[src/rtl/pipe_stall_ctrl_pkg.sv]
// Shared pipeline definitions for the stall/flush sequencer:
// sequencer state encoding and the canonical NOP instruction.
package pipe_stall_ctrl_pkg;

  typedef enum logic [1:0] {
    RUN     = 2'd0,
    MEMWAIT = 2'd1,
    HALT    = 2'd2
  } pstall_state_t;

  // addi x0, x0, 0 -- written into IF/ID when it is flushed
  localparam logic [31:0] NOP_INSN = 32'h0000_0013;

  // Wide enough for the largest legal memory timeout
  localparam int unsigned WAIT_CNT_W = 16;

endpackage

[src/rtl/pipe_stall_ctrl_wait_cnt.sv]
// Loadable wait counter for outstanding data-memory accesses;
// timeout flags when the count has reached its limit.
module pstall_wait_cnt
  import pipe_stall_ctrl_pkg::*;
#(
  parameter int unsigned MAX = 255
) (
  input  logic clk,
  input  logic rst,
  input  logic load,
  input  logic inc,
  output logic timeout
);

  localparam logic [WAIT_CNT_W-1:0] LIMIT = WAIT_CNT_W'(MAX);
  localparam logic [WAIT_CNT_W-1:0] ONE   = WAIT_CNT_W'(1);

  logic [WAIT_CNT_W-1:0] cnt;

  assign timeout = (cnt == LIMIT);

  // Load 1 on entry; count up, never stepping past the limit
  always_ff @(posedge clk or posedge rst) begin
    if (rst) begin
      cnt <= '0;
    end else if (load) begin
      cnt <= ONE;
    end else if (inc && !timeout) begin
      cnt <= cnt + ONE;
    end
  end

endmodule

[src/rtl/pipe_stall_ctrl.sv]
// Pipeline stall/flush sequencer with memory-timeout halt.
// Optional perf counters: define PIPE_STALL_PERF_CNT_EN.
module pipe_stall_ctrl
  import pipe_stall_ctrl_pkg::*;
#(
  parameter int unsigned MEM_TIMEOUT = 255,
  parameter int unsigned CNT_W       = 32
) (
  input  logic clk_i,
  input  logic rst_i,
  input  logic hazard_stall_i,
  input  logic branch_taken_i,
  input  logic mem_req_i,
  input  logic mem_ack_i,
  output logic pc_write_o,
  output logic ifid_write_o,
  output logic ifid_flush_o,
  output logic idex_write_o,
  output logic idex_noop_o,
  output logic exmem_write_o,
  output logic memwb_noop_o,
  output logic halt_o
`ifdef PIPE_STALL_PERF_CNT_EN
  ,
  output logic [CNT_W-1:0] stall_cycles_o,
  output logic [CNT_W-1:0] flush_count_o
`endif
);

  if (MEM_TIMEOUT < 1 || MEM_TIMEOUT > 65535 || CNT_W < 1)
  begin : g_bad_param
    $error("pipe_stall_ctrl: illegal MEM_TIMEOUT or CNT_W");
  end

  pstall_state_t state;

  logic halted;
  logic freeze;
  logic load_use;
  logic br_flush;
  logic wait_load;
  logic wait_inc;
  logic timeout;

  assign halted = (state == HALT);

  // Frozen while MEM waits: first cycle is seen in RUN,
  // the rest in MEMWAIT until the ack arrives.
  assign freeze = ((state == RUN) && mem_req_i && !mem_ack_i)
               || ((state == MEMWAIT) && !mem_ack_i);

  assign load_use = !halted && !freeze && hazard_stall_i;

  assign br_flush = !halted && !freeze
                 && !hazard_stall_i && branch_taken_i;

  assign wait_load = (state == RUN) && mem_req_i && !mem_ack_i;
  assign wait_inc  = (state == MEMWAIT) && !mem_ack_i;

  assign halt_o = halted;

  pstall_wait_cnt #(
    .MAX (MEM_TIMEOUT)
  ) u_wait_cnt (
    .clk     (clk_i),
    .rst     (rst_i),
    .load    (wait_load),
    .inc     (wait_inc),
    .timeout (timeout)
  );

  // Sequencer: HALT follows a MEMWAIT cycle at the limit
  // with no ack, and only reset leaves it.
  always_ff @(posedge clk_i or posedge rst_i) begin
    if (rst_i) begin
      state <= RUN;
    end else begin
      unique case (state)
        RUN: begin
          if (mem_req_i && !mem_ack_i) state <= MEMWAIT;
        end
        MEMWAIT: begin
          if (mem_ack_i)    state <= RUN;
          else if (timeout) state <= HALT;
        end
        HALT:    state <= HALT;
        default: state <= RUN;
      endcase
    end
  end

  // Control decode: halt > freeze > load-use > branch
  always_comb begin
    pc_write_o    = 1'b1;
    ifid_write_o  = 1'b1;
    ifid_flush_o  = 1'b0;
    idex_write_o  = 1'b1;
    idex_noop_o   = 1'b0;
    exmem_write_o = 1'b1;
    memwb_noop_o  = 1'b0;
    unique case (1'b1)
      halted: begin
        pc_write_o    = 1'b0;
        ifid_write_o  = 1'b0;
        idex_write_o  = 1'b0;
        exmem_write_o = 1'b0;
        idex_noop_o   = 1'b1;
        memwb_noop_o  = 1'b1;
      end
      freeze: begin
        pc_write_o    = 1'b0;
        ifid_write_o  = 1'b0;
        idex_write_o  = 1'b0;
        exmem_write_o = 1'b0;
        memwb_noop_o  = 1'b1;
      end
      load_use: begin
        pc_write_o   = 1'b0;
        ifid_write_o = 1'b0;
        idex_noop_o  = 1'b1;
      end
      br_flush: begin
        ifid_flush_o = 1'b1;
      end
      default: ;
    endcase
  end

`ifdef PIPE_STALL_PERF_CNT_EN
  localparam logic [CNT_W-1:0] CNT_ONE = CNT_W'(1);

  logic [CNT_W-1:0] stall_q;
  logic [CNT_W-1:0] flush_q;

  assign stall_cycles_o = stall_q;
  assign flush_count_o  = flush_q;

  // Perf counters; none of the step conditions hold in HALT
  always_ff @(posedge clk_i or posedge rst_i) begin
    if (rst_i) begin
      stall_q <= '0;
      flush_q <= '0;
    end else begin
      if (freeze || load_use) stall_q <= stall_q + CNT_ONE;
      if (ifid_flush_o)       flush_q <= flush_q + CNT_ONE;
    end
  end
`endif

endmodule

[config.mk]
export PLATFORM = sky130hd
export DESIGN_NAME = pipe_stall_ctrl
export DESIGN_NICKNAME = d
export VERILOG_FILES = /design/src/rtl/pipe_stall_ctrl_pkg.sv /design/src/rtl/pipe_stall_ctrl_wait_cnt.sv /design/src/rtl/pipe_stall_ctrl.sv
export SDC_FILE = /design/constraint.sdc
export NUM_CORES = 1
export LEC_CHECK = 0
export BUFFER_PORTS_ARGS = -buffer_cell sky130_fd_sc_hd__buf_2
export CORE_MARGIN = 8
export CORE_UTILIZATION = 49
export DETAILED_ROUTE_END_ITERATION = 16
export HOLD_SLACK_MARGIN = 0.06
export PLACE_DENSITY = 0.69
export SLEW_MARGIN = 20
export SYNTH_ARGS = -nofsm -noshare
export SYNTH_HDL_FRONTEND = slang
export SYNTH_HIERARCHICAL = 1
export SYNTH_SLANG_ARGS = --single-unit
export TNS_END_PERCENT = 30
[constraint.sdc]
create_clock -name clk_i -period 4.95 [get_ports clk_i]
set_clock_uncertainty 0.2 [all_clocks]
set_input_delay 0.99 -clock clk_i [delete_from_list [all_inputs] [get_ports clk_i]]
set_output_delay 0.99 -clock clk_i [all_outputs]
set_load 0.05 [all_outputs]
==> tab_implementation.tex, run 1 <==
\begin{tabular}{lr}
\hline
Metric & Value \\
\hline
\multicolumn{2}{l}{\textbf{Status}} \\
\quad Run status & completed \\
\multicolumn{2}{l}{\textbf{Floorplan}} \\
\quad Die span in x & 64.6 um \\
\quad Die Outline Area & 4180 um\^{}2 \\
\quad Core Rows & 17 \\
\quad Starting Density & 0.519 \\
\quad Die H & 64.6 um \\
\quad Io pins & 14 \\
\quad Area of the placeable core & 2230 um\^{}2 \\
\multicolumn{2}{l}{\textbf{Yosys}} \\
\quad Cells after synthesis & 119 \\
\quad Number of storage elements in the synthesis netlist & 18 \\
\quad Distinct cells, synth & 48 \\
\quad Average cell area after synthesis & 9.74 um\^{}2 \\
\quad Syn nets & 126 \\
\quad Proportion of synthesized flip-flops having asynchronous set or reset & 1.00 \\
\quad Post-Synthesis Cell Area & 1160 um\^{}2 \\
\quad Fraction of the yosys area taken by sequential cells & 0.389 \\
\quad Total number of yosys warnings & 6 \\
\quad Dominant synthesized flop cell & sky130\_fd\_sc\_hd\_\_dfrtp\_1 \\
\quad Number of synthesized flops with an enable pin & 0 \\
\multicolumn{2}{l}{\textbf{Power and ir drop}} \\
\quad Power density over the cells & 263 nW/um\^{}2 \\
\quad Leak & 0.511 nW \\
\quad Power consumption & 0.000333 W \\
\quad Highest ir drop seen on vdd & 209 uV \\
\multicolumn{2}{l}{\textbf{Detailed routing}} \\
\quad Average wire per cell in the routed design & 14.7 um \\
\quad Number of vias per cell after detailed routing & 5.97 \\
\quad Pre-antenna DRT Iters & 4 \\
\quad Vias & 944 \\
\quad 1st-iter DRT viols & 60 \\
\quad Post-route antenna net violation count & 0 \\
\quad Drt total wl & 2.32 mm \\
\quad Drt drc & 0 \\
\multicolumn{2}{l}{\textbf{Clock tree}} \\
\quad Worst skew pair latency & 0.29 ns \\
\quad Buffer depth of the longest clock path & 2 \\
\quad Clock tree from TritonCTS & yes \\
\quad Root buf cell & sky130\_fd\_sc\_hd\_\_clkbuf\_4 \\
\quad Clock buffers created by TritonCTS & 3 \\
\quad Number of H-tree levels & 1 \\
\quad Number of sinks on the clock net & 18 \\
\quad Hold buffer count at cts & 0 \\
\quad CTS clk-pin slew, worst paths & 0.11 ns \\
\quad Number of cells upsized or downsized after cts & 0 \\
\quad Post-CTS setup buffer count & 0 \\
\multicolumn{2}{l}{\textbf{STA}} \\
\quad Max-slew violation total from the final report & 0 \\
\quad Final Hold Fails & 0 \\
\quad Worst Hold Slack & 0.332 ns \\
\quad Worst-case setup margin in the final layout & 1.71 ns \\
\quad Minimum clock period after layout & 3.24 ns \\
\quad Total Negative Setup Slacks & 0 ns \\
\quad Fraction of the cycle the final worst path needs & 0.654 \\
\quad Maximum operating frequency & 309 MHz \\
\quad Final number of setup-violating endpoints & 0 \\
\quad Unrepaired setup endpoints after global routing & false \\
\quad Worst Tran Pin Value & 0.641 ns \\
\quad Max transition margin & 0.572 \\
\multicolumn{2}{l}{\textbf{Flow run}} \\
\quad Number of violations of the max-capacitance limit & 0 \\
\multicolumn{2}{l}{\textbf{Finish}} \\
\quad Most common cell after layout, fill and taps aside & sky130\_fd\_sc\_hd\_\_dfrtp\_1 \\
\quad Area growth from synthesis to final layout & 9.18\% \\
\quad Number of diodes & 0 \\
\quad Layout cells sized above 1 & 0.285 \\
\quad Highest-count cells in the layout ignoring fill and taps & sky130\_fd\_sc\_hd\_\_dfrtp\_1 (18), sky130\_fd\_sc\_hd\_\_buf\_2 (13), sky130\_fd\_sc\_hd\_\_a21oi\_1 (8), sky130\_fd\_sc\_hd\_\_nor2\_1 (8), sky130\_fd\_sc\_hd\_\_nand2\_1 (7) \\
\quad Number of nets in the layout & 138 \\
\multicolumn{2}{l}{\textbf{Global route}} \\
\quad Largest net degree at the start of global routing & 21 \\
\quad First-pass GRT wire length & 3.90 mm \\
\quad GRT Residual Overflow & 0 \\
\quad Number of global-route vias before repair & 867 \\
\quad Overall Global Routing Usage & 0.113 \\
\quad Number of antenna violations at the first check in global routing & 0 \\
\multicolumn{2}{l}{\textbf{Worst setup path}} \\
\quad Nature of the critical path endpoint & output port \\
\quad Highest fanout seen on the critical path & 6 \\
\quad Critical path required time & 3.76 ns \\
\quad Crit Path Class & in -> out \\
\quad Setup slack of the most critical reg-to-reg path & 2.38 ns \\
\quad Crit start category & input port \\
\quad Critical Path AT & 2.05 ns \\
\multicolumn{2}{l}{\textbf{Placement}} \\
\quad Routability congestion estimate & 0.777 \\
\quad Final HPWL DP & 1.68 mm \\
\quad Pre-CTS setup slack & 1.71 ns \\
\quad IO Port Bufs & 13 \\
\multicolumn{2}{l}{\textbf{Worst hold path}} \\
\quad Worst min-delay path class & in -> async \\
\hline
\end{tabular}
-- registers in the layout, indices dropped and copies added, names as in the netlist --
| register | count |
|---|---|
| state | 2 |
| u_wait_cnt/cnt | 16 |
-- worst max-delay path, cell delays in order --
cell	delay, ns
sky130_fd_sc_hd__buf_2	0.10
sky130_fd_sc_hd__or2_1	0.29
sky130_fd_sc_hd__a2111oi_4	0.35
sky130_fd_sc_hd__buf_2	0.31
-- metal layers --
layer  vias up  track usage  share of wire
met3         2       0.0361          0.069
li1        466            -              -
met2        20        0.184           0.43
met4         0       0.0409         0.0039
met1       456        0.137           0.50
met5         -            0              0
-- path summary, 6_finish.rpt --
path                                    from  cells after the start           endpoint
max                                mem_req_i                      4       ifid_flush_o
min reg2reg                u_wait_cnt/cnt[0]                      2  u_wait_cnt/cnt[0]
max reg2reg                         state[1]                      5  u_wait_cnt/cnt[5]
min in group clk_i         u_wait_cnt/cnt[0]                      2  u_wait_cnt/cnt[0]
min                                    rst_i                      2           state[1]
max in group asynchronous              rst_i                      2  u_wait_cnt/cnt[1]
-- final cells by class --
| class | count | area, um^2 |
|---|---|---|
| fill | 206 | 968 |
| multi-input combinational | 89 | 652 |
| sequential | 18 | 450 |
| tap | 28 | 35.0 |
| timing repair buffer | 14 | 72.6 |
| clock buffer | 4 | 36.3 |
| inverter | 5 | 18.8 |
-- metrics by stage --
step                area, um^2   util  cells
floorplan                 1160      -    119
global placement          1230  0.550    154
detailed placement        1230  0.550    154
CTS                       1260  0.566    158
global route              1260  0.566    158
finish                    1260  0.566    158
-- kinds of logic after synthesis --
group | count (synthesis) | synth area share
buf+inv | 12 | 0.0540
xor+xnor | 4 | 0.0302
fa+ha+maj | 1 | 0.0108
simple gates | 57 | 0.320
compound gates | 24 | 0.168
flops | 18 | 0.389
mux | 3 | 0.0281
-- where the power goes --
group	internal (W)	switching (W)	total (W)
clock	0.0000448	0.0000449	0.0000896
sequential	0.000158	0.0000125	0.000170
combinational	0.0000271	0.0000462	0.0000733
-- synth_stat cells, drive strengths merged, types with 2 or more instances --
library cell | count | area share
nand2 | 7 | 0.023
or2 | 2 | 0.011
nor3 | 4 | 0.017
nor2b | 3 | 0.016
or4b | 2 | 0.021
nor2 | 9 | 0.031
nand4 | 7 | 0.043
o31ai | 2 | 0.013
mux2 | 2 | 0.019
nand2b | 3 | 0.016
or3 | 5 | 0.028
clkbuf | 2 | 0.0065
o41ai | 2 | 0.038
and3 | 2 | 0.013
dfrtp | 18 | 0.39
xnor2 | 3 | 0.023
or4 | 4 | 0.030
buf | 5 | 0.031
o21ai | 7 | 0.030
inv | 5 | 0.016
nor4 | 5 | 0.045
a21oi | 8 | 0.035
No activity file was read; power rests on OpenSTA's default activity.
==> inputs of run 2 (changes only) <==
==> constraint.sdc (replaced) <==
create_clock -name clk_i -period 3.2 [get_ports clk_i]
set_clock_uncertainty 0.2 [all_clocks]
set_input_delay 0.64 -clock clk_i [delete_from_list [all_inputs] [get_ports clk_i]]
set_output_delay 0.64 -clock clk_i [all_outputs]
set_load 0.05 [all_outputs]
==> tab_implementation.tex, run 2 (synthesized netlist as in run 1, its figures left out) <==
\begin{tabular}{lr}
\hline
Metric & Value \\
\hline
\multicolumn{2}{l}{\textbf{STA}} \\
\quad Final Hold Fails & 0 (unchanged) \\
\quad Worst Tran Pin Value & 0.630 ns (was 0.641 ns) \\
\quad Total Negative Setup Slacks & 0 ns (unchanged) \\
\quad Max transition margin & 0.579 (was 0.572) \\
\quad Fraction of the cycle the final worst path needs & 0.820 \\
\quad Max-slew violation total from the final report & 0 (unchanged) \\
\quad Final number of setup-violating endpoints & 0 (unchanged) \\
\quad Maximum operating frequency & 381 MHz \\
\quad Unrepaired setup endpoints after global routing & false (unchanged) \\
\quad Minimum clock period after layout & 2.62 ns \\
\multicolumn{2}{l}{\textbf{Finish}} \\
\quad Final std cell area, no fill & 1290 um\^{}2 (was 1260 um\^{}2) \\
\quad Area growth from synthesis to final layout & 11.1\% (was 9.18\%) \\
\quad Register with the highest flop count & u\_wait\_cnt/cnt (unchanged) \\
\quad Most common cell after layout, fill and taps aside & sky130\_fd\_sc\_hd\_\_dfrtp\_1 (unchanged) \\
\quad Number of nets in the layout & 140 (was 138) \\
\quad Highest-count cells in the layout ignoring fill and taps & sky130\_fd\_sc\_hd\_\_dfrtp\_1 (18), sky130\_fd\_sc\_hd\_\_buf\_2 (13), sky130\_fd\_sc\_hd\_\_a21oi\_1 (8), sky130\_fd\_sc\_hd\_\_nor2\_1 (8), sky130\_fd\_sc\_hd\_\_nand2\_1 (7) (unchanged) \\
\quad Registers with the most flip-flops & u\_wait\_cnt/cnt: 16 flops, state: 2 flops (unchanged) \\
\quad Layout cells sized above 1 & 0.295 (was 0.285) \\
\quad Max FFs per register & 16 (unchanged) \\
\quad Number of diodes & 0 (unchanged) \\
\multicolumn{2}{l}{\textbf{Detailed routing}} \\
\quad Drt total wl & 2.34 mm (was 2.32 mm) \\
\quad Drt drc & 0 (unchanged) \\
\quad Post-route antenna net violation count & 0 (unchanged) \\
\quad 1st-iter DRT viols & 49 (was 60) \\
\quad Pre-antenna DRT Iters & 4 (unchanged) \\
\quad Number of vias per cell after detailed routing & 6.03 (was 5.97) \\
\quad Average wire per cell in the routed design & 14.6 um (was 14.7 um) \\
\quad Vias & 965 (was 944) \\
\multicolumn{2}{l}{\textbf{Flow run}} \\
\quad Number of violations of the max-capacitance limit & 0 (unchanged) \\
\multicolumn{2}{l}{\textbf{Worst setup path}} \\
\quad Crit Path Class & reg -> out (was in -> out) \\
\quad Crit start category & flop (was input port) \\
\quad Nature of the critical path endpoint & output port (unchanged) \\
\quad Critical Path AT & 1.78 ns (was 2.05 ns) \\
\quad Highest fanout seen on the critical path & 6 (unchanged) \\
\quad Worst path cell trace & or2\_1, a2111oi\_4, buf\_2 (was buf\_2, or2\_1, a2111oi\_4, buf\_2) \\
\quad Critical path required time & 2.36 ns (was 3.76 ns) \\
\quad Critical Path Slowest Stage Cell & sky130\_fd\_sc\_hd\_\_dfrtp\_1 (was sky130\_fd\_sc\_hd\_\_a2111oi\_4) \\
\quad Largest stage delay on the critical path & 0.45 ns (was 0.35 ns) \\
\multicolumn{2}{l}{\textbf{Placement}} \\
\quad Routability congestion estimate & 0.811 (was 0.777) \\
\quad IO Port Bufs & 13 (unchanged) \\
\quad Instance area at placement & 1240 um\^{}2 (was 1230 um\^{}2) \\
\quad Final HPWL DP & 1.74 mm (was 1.68 mm) \\
\multicolumn{2}{l}{\textbf{Clock tree}} \\
\quad Clock buffers created by TritonCTS & 3 (unchanged) \\
\quad Number of cells upsized or downsized after cts & 0 (unchanged) \\
\quad Worst skew pair latency & 0.30 ns (was 0.29 ns) \\
\quad Root buf cell & sky130\_fd\_sc\_hd\_\_clkbuf\_4 (unchanged) \\
\quad Buffer depth of the longest clock path & 2 (unchanged) \\
\quad CTS clk-pin slew, worst paths & 0.11 ns (about the same) \\
\quad Number of H-tree levels & 1 (unchanged) \\
\quad Number of sinks on the clock net & 18 (unchanged) \\
\quad Clock tree from TritonCTS & yes (unchanged) \\
\multicolumn{2}{l}{\textbf{Power and ir drop}} \\
\quad Power density over the cells & 404 nW/um\^{}2 (was 263 nW/um\^{}2) \\
\quad Leak & 0.521 nW (was 0.511 nW) \\
\quad Highest ir drop seen on vdd & 365 uV (was 209 uV) \\
\multicolumn{2}{l}{\textbf{Floorplan}} \\
\quad Die Outline Area & 4180 um\^{}2 (unchanged) \\
\quad Area of the placeable core & 2230 um\^{}2 (unchanged) \\
\quad Die span in x & 64.6 um (unchanged) \\
\quad Io pins & 14 (unchanged) \\
\quad Starting Density & 0.519 (unchanged) \\
\quad Die H & 64.6 um (unchanged) \\
\quad Core Rows & 17 (unchanged) \\
\multicolumn{2}{l}{\textbf{Global route}} \\
\quad Number of antenna violations at the first check in global routing & 0 (unchanged) \\
\quad First-pass GRT wire length & 4.19 mm (was 3.90 mm) \\
\quad Largest net degree at the start of global routing & 21 (unchanged) \\
\quad Number of global-route vias before repair & 928 (was 867) \\
\quad GRT Residual Overflow & 0 (unchanged) \\
\quad Overall Global Routing Usage & 0.120 (was 0.113) \\
\multicolumn{2}{l}{\textbf{Status}} \\
\quad Run status & completed (unchanged) \\
\multicolumn{2}{l}{\textbf{Worst hold path}} \\
\quad Worst min-delay path class & reg -> reg (was in -> async) \\
\hline
\end{tabular}
run 2: per-stage QoR:
stage | std cells | setup slack, ns | util | total power, W | hold WS (ns)
after global routing | 160 | 0.503 | 0.576 | 0.000546 | 0.391
after detailed placement | 155 | 0.522 | 0.556 | 0.000382 | 0.305
final | 160 | 0.576 | 0.576 | 0.000520 | 0.371
after global placement | 155 | 0.626 | 0.556 | 0.000376 | 0.298
after floorplan | 119 | 0.211 | - | 0.000358 | 0.181
after CTS | 160 | 0.561 | 0.576 | 0.000527 | 0.375
run 2: final cells by class:
class	instances	area, um^2
fill	204	946
sequential	18	450
multi-input combinational	89	657
inverter	5	18.8
clock buffer	4	36.3
tap	28	35.0
timing repair buffer	16	90.1
run 2: power by group:
group / internal [W] / switching (W) / leakage [nW]
Combinational: 0.0000430 / 0.0000714 / 0.255
Sequential: 0.000244 / 0.0000191 / 0.245
Clock: 0.0000694 / 0.0000733 / 0.0210
run 2: worst max-delay path, delay by kind of cell (launching register included):
family / cells / cell delay [ns]
DFF: 1 / 0.45
AOI/OAI and AO/OA: 1 / 0.37
and+or+nand+nor: 1 / 0.35
buffers and inverters: 1 / 0.32
run 2: path summary, 6_finish.rpt:
check	cells past startpoint	end	startpoint	slack, ns
max	3	ifid_flush_o	state[0]	0.58
min in group asynchronous	3	state[0]	rst_i	0.53
min	2	u_wait_cnt/cnt[0]	u_wait_cnt/cnt[0]	0.37
min reg2reg	2	u_wait_cnt/cnt[0]	u_wait_cnt/cnt[0]	0.37
max in group asynchronous	3	u_wait_cnt/cnt[9]	rst_i	1.64
max reg2reg	6	u_wait_cnt/cnt[9]	state[1]	0.87
run 2: timing repair:
item | 4_1_cts | 5_1_grt
endpoints found under the hold margin | 2 | 0
buffers inserted | 0 | 0
hold buffers | 1 | 0
run 2: metal layers:
layer | part of all wire | global-route usage | up-vias | routed length, um
li1 | - | - | 468 | -
met5 | 0 | 0 | - | 0
met4 | 0.0060 | 0.0381 | 0 | 14
met1 | 0.45 | 0.146 | 466 | 1050
met2 | 0.46 | 0.195 | 29 | 1080
met3 | 0.083 | 0.0412 | 2 | 194
==> inputs of run 3 (changes only) <==
==> constraint.sdc (replaced) <==
create_clock -name clk_i -period 2.65 [get_ports clk_i]
set_clock_uncertainty 0.2 [all_clocks]
set_input_delay 0.53 -clock clk_i [delete_from_list [all_inputs] [get_ports clk_i]]
set_output_delay 0.53 -clock clk_i [all_outputs]
set_load 0.05 [all_outputs]
==> tab_implementation.tex, run 3 (synthesized netlist as in run 1, its figures left out) <==
\begin{tabular}{lr}
\hline
Metric & Value \\
\hline
\multicolumn{2}{l}{\textbf{Global route}} \\
\quad Overall Global Routing Usage & 0.128 (was 0.120) \\
\quad Number of antenna violations at the first check in global routing & 0 (unchanged) \\
\quad Top Usage Layer GRT & met2 (unchanged) \\
\quad First-pass GRT wire length & 4.39 mm (was 4.19 mm) \\
\quad Global-route met3 utilization & 0.0344 (was 0.0412) \\
\quad Number of global-route vias before repair & 999 (was 928) \\
\quad GR Layer Usage met2 & 0.231 (was 0.195) \\
\quad Met1 track demand over resource & 0.141 (was 0.146) \\
\quad GRT Residual Overflow & 0 (unchanged) \\
\quad Largest net degree at the start of global routing & 21 (unchanged) \\
\multicolumn{2}{l}{\textbf{Power and ir drop}} \\
\quad Leak & 0.523 nW (was 0.521 nW) \\
\quad Combinational group share of total power & 0.235 (was 0.220) \\
\quad Switching share of total power & 0.324 (was 0.315) \\
\quad Power consumption & 0.000592 W (was 0.000520 W) \\
\quad Power density over the cells & 458 nW/um\^{}2 (was 404 nW/um\^{}2) \\
\quad Internal power component & 0.000400 W (was 0.000356 W) \\
\quad Highest ir drop seen on vdd & 323 uV (was 365 uV) \\
\quad Seq pwr share & 0.537 (was 0.506) \\
\quad Net switching power of the design & 0.000192 W (was 0.000164 W) \\
\quad Clock Power Share & 0.228 (was 0.274) \\
\multicolumn{2}{l}{\textbf{Clock tree}} \\
\quad Clock buffers created by TritonCTS & 3 (unchanged) \\
\quad Number of sinks on the clock net & 18 (unchanged) \\
\quad Root buf cell & sky130\_fd\_sc\_hd\_\_clkbuf\_4 (unchanged) \\
\quad Hold buffer count at cts & 1 (unchanged) \\
\quad Number of H-tree levels & 1 (unchanged) \\
\quad Buffer depth of the longest clock path & 2 (unchanged) \\
\quad Post-CTS setup buffer count & 0 (unchanged) \\
\quad Clock tree from TritonCTS & yes (unchanged) \\
\quad CTS clk-pin slew, worst paths & 0.09 ns (was 0.11 ns) \\
\quad Number of cells upsized or downsized after cts & 0 (unchanged) \\
\quad Worst skew pair latency & 0.29 ns (was 0.30 ns) \\
\multicolumn{2}{l}{\textbf{Finish}} \\
\quad Layout cells sized above 1 & 0.308 (was 0.295) \\
\quad Number of diodes & 0 (unchanged) \\
\quad Fillcell total & 206 (was 204) \\
\quad Max FFs per register & 16 (unchanged) \\
\quad Most common cell after layout, fill and taps aside & sky130\_fd\_sc\_hd\_\_dfrtp\_1 (unchanged) \\
\quad Highest-count cells in the layout ignoring fill and taps & sky130\_fd\_sc\_hd\_\_dfrtp\_1 (18), sky130\_fd\_sc\_hd\_\_buf\_2 (13), sky130\_fd\_sc\_hd\_\_nor2\_1 (8) (was sky130\_fd\_sc\_hd\_\_dfrtp\_1 (18), sky130\_fd\_sc\_hd\_\_buf\_2 (13), sky130\_fd\_sc\_hd\_\_a21oi\_1 (8), sky130\_fd\_sc\_hd\_\_nor2\_1 (8), sky130\_fd\_sc\_hd\_\_nand2\_1 (7)) \\
\quad Number of nets in the layout & 142 (was 140) \\
\quad Area growth from synthesis to final layout & 11.6\% (was 11.1\%) \\
\quad Register with the highest flop count & u\_wait\_cnt/cnt (unchanged) \\
\quad Registers with the most flip-flops & u\_wait\_cnt/cnt: 16 flops, state: 2 flops (unchanged) \\
\quad Final std cell area, no fill & 1290 um\^{}2 (about the same) \\
\multicolumn{2}{l}{\textbf{Worst setup path}} \\
\quad Top delay family on crit path & flip-flops (unchanged) \\
\quad Crit Path Class & reg -> out (unchanged) \\
\quad Critical Path Slowest Stage Cell & sky130\_fd\_sc\_hd\_\_dfrtp\_1 (unchanged) \\
\quad Setup slack of the most critical reg-to-reg path & 0.48 ns (was 0.87 ns) \\
\quad Worst path cell trace & or2\_1, a2111oi\_4, buf\_2 (unchanged) \\
\quad Critical Path AT & 1.78 ns (about the same) \\
\quad Number of cells traversed by the worst register-to-register path & 4 (was 6) \\
\quad Critical R2R Capture & u\_wait\_cnt/cnt[9] (unchanged) \\
\quad Largest stage delay on the critical path & 0.44 ns (was 0.45 ns) \\
\quad Critical path required time & 1.92 ns (was 2.36 ns) \\
\quad Timing startpoint of the critical path & state[0] (unchanged) \\
\quad Nature of the critical path endpoint & output port (unchanged) \\
\quad Startpoint of the most critical register-to-register path & u\_wait\_cnt/cnt[9] (was state[1]) \\
\quad Highest fanout seen on the critical path & 6 (unchanged) \\
\quad Crit start category & flop (unchanged) \\
\quad Count of buffer and inverter cells on the critical path & 1 (unchanged) \\
\multicolumn{2}{l}{\textbf{Detailed routing}} \\
\quad Pre-antenna DRT Iters & 4 (unchanged) \\
\quad Drt drc & 0 (unchanged) \\
\quad Average wire per cell in the routed design & 15.5 um (was 14.6 um) \\
\quad Drt total wl & 2.50 mm (was 2.34 mm) \\
\quad Post-route antenna net violation count & 0 (unchanged) \\
\quad 1st-iter DRT viols & 22 (was 49) \\
\quad Vias & 992 (was 965) \\
\quad Number of vias per cell after detailed routing & 6.16 (was 6.03) \\
\multicolumn{2}{l}{\textbf{Status}} \\
\quad Run status & completed (unchanged) \\
\multicolumn{2}{l}{\textbf{STA}} \\
\quad Unrepaired setup endpoints after global routing & false (unchanged) \\
\quad Worst Hold Slack & 0.383 ns (was 0.371 ns) \\
\quad Worst Tran Pin Value & 0.662 ns (was 0.630 ns) \\
\quad Maximum operating frequency & 399 MHz \\
\quad Worst-case setup margin in the final layout & 0.143 ns (was 0.576 ns) \\
\quad Max transition margin & 0.558 (was 0.579) \\
\quad Minimum clock period after layout & 2.51 ns \\
\quad Final number of setup-violating endpoints & 0 (unchanged) \\
\quad Fraction of the cycle the final worst path needs & 0.946 \\
\quad Max-slew violation total from the final report & 0 (unchanged) \\
\quad Final Hold Fails & 0 (unchanged) \\
\multicolumn{2}{l}{\textbf{Placement}} \\
\quad Routability congestion estimate & 0.815 (was 0.811) \\
\quad Pre-CTS setup slack & 0.303 ns (was 0.522 ns) \\
\quad Final HPWL DP & 1.84 mm (was 1.74 mm) \\
\quad IO Port Bufs & 13 (unchanged) \\
\quad Instance area at placement & 1260 um\^{}2 (was 1240 um\^{}2) \\
\multicolumn{2}{l}{\textbf{Worst hold path}} \\
\quad WHS Endpoint & u\_wait\_cnt/cnt[0] (unchanged) \\
\quad Number of cells on the worst hold path & 2 (unchanged) \\
\quad Worst min-delay path class & reg -> reg (unchanged) \\
\quad Hold path startpoint & u\_wait\_cnt/cnt[0] (unchanged) \\
\multicolumn{2}{l}{\textbf{Floorplan}} \\
\quad Die span in x & 64.6 um (unchanged) \\
\quad Core Rows & 17 (unchanged) \\
\quad Area of the placeable core & 2230 um\^{}2 (unchanged) \\
\quad Die H & 64.6 um (unchanged) \\
\quad Die Outline Area & 4180 um\^{}2 (unchanged) \\
\quad Io pins & 14 (unchanged) \\
\quad Starting Density & 0.519 (unchanged) \\
\multicolumn{2}{l}{\textbf{Flow run}} \\
\quad Number of violations of the max-capacitance limit & 0 (unchanged) \\
\hline
\end{tabular}
==> run 3: layout make-up <==
type / instances / area, um^2 / area share
multi-input cells: 89 / 661 / 0.511
inverters: 5 / 18.8 / 0.0145
flip-flops and latches: 18 / 450 / 0.348
clock buffers: 3 / 22.5 / 0.0174
well taps: 28 / 35.0 / 0.0271
repair buffers: 18 / 105 / 0.0813
==> run 3: how the worst max path moves through the flow <==
stage,slack (ns),cells past startpoint,end
floorplan,-0.05,4,pc_write_o
global placement,0.32,4,ifid_flush_o
detailed placement,0.30,4,ifid_flush_o
CTS,0.12,3,ifid_flush_o
global route,0.08,3,ifid_flush_o
finish,0.14,3,ifid_flush_o
==> run 3: power by group through the flow <==
stage	clock network [W]	logic (W)	registers, W
2_1_floorplan	0	0.000116	0.000318
3_3_place_gp	0	0.000135	0.000322
3_5_place_dp	0	0.000139	0.000323
4_1_cts	0.000143	0.000141	0.000318
5_1_grt	0.000150	0.000150	0.000322
6_report	0.000135	0.000139	0.000318
==> run 3: worst register-to-register path, stage by stage (launching register included) <==
cell                      delay, ns
sky130_fd_sc_hd__dfrtp_1       0.46
sky130_fd_sc_hd__or4b_4        0.57
sky130_fd_sc_hd__nor4_4        0.45
sky130_fd_sc_hd__nor4_2        0.07
sky130_fd_sc_hd__mux2_1        0.32
==> run 3: metrics by stage <==
step / instances / util / TNS (ns)
after floorplan: 119 / - / -0.0481
after global placement: 157 / 0.564 / 0
after detailed placement: 157 / 0.564 / 0
after CTS: 161 / 0.579 / 0
after global routing: 161 / 0.579 / 0
final: 161 / 0.579 / 0
==> run 3: per-layer routing <==
layer / share of wire / up-vias
li1: - / 469
met3: 0.074 / 6
met1: 0.43 / 477
met4: 0.013 / 0
met5: 0 / -
met2: 0.48 / 40
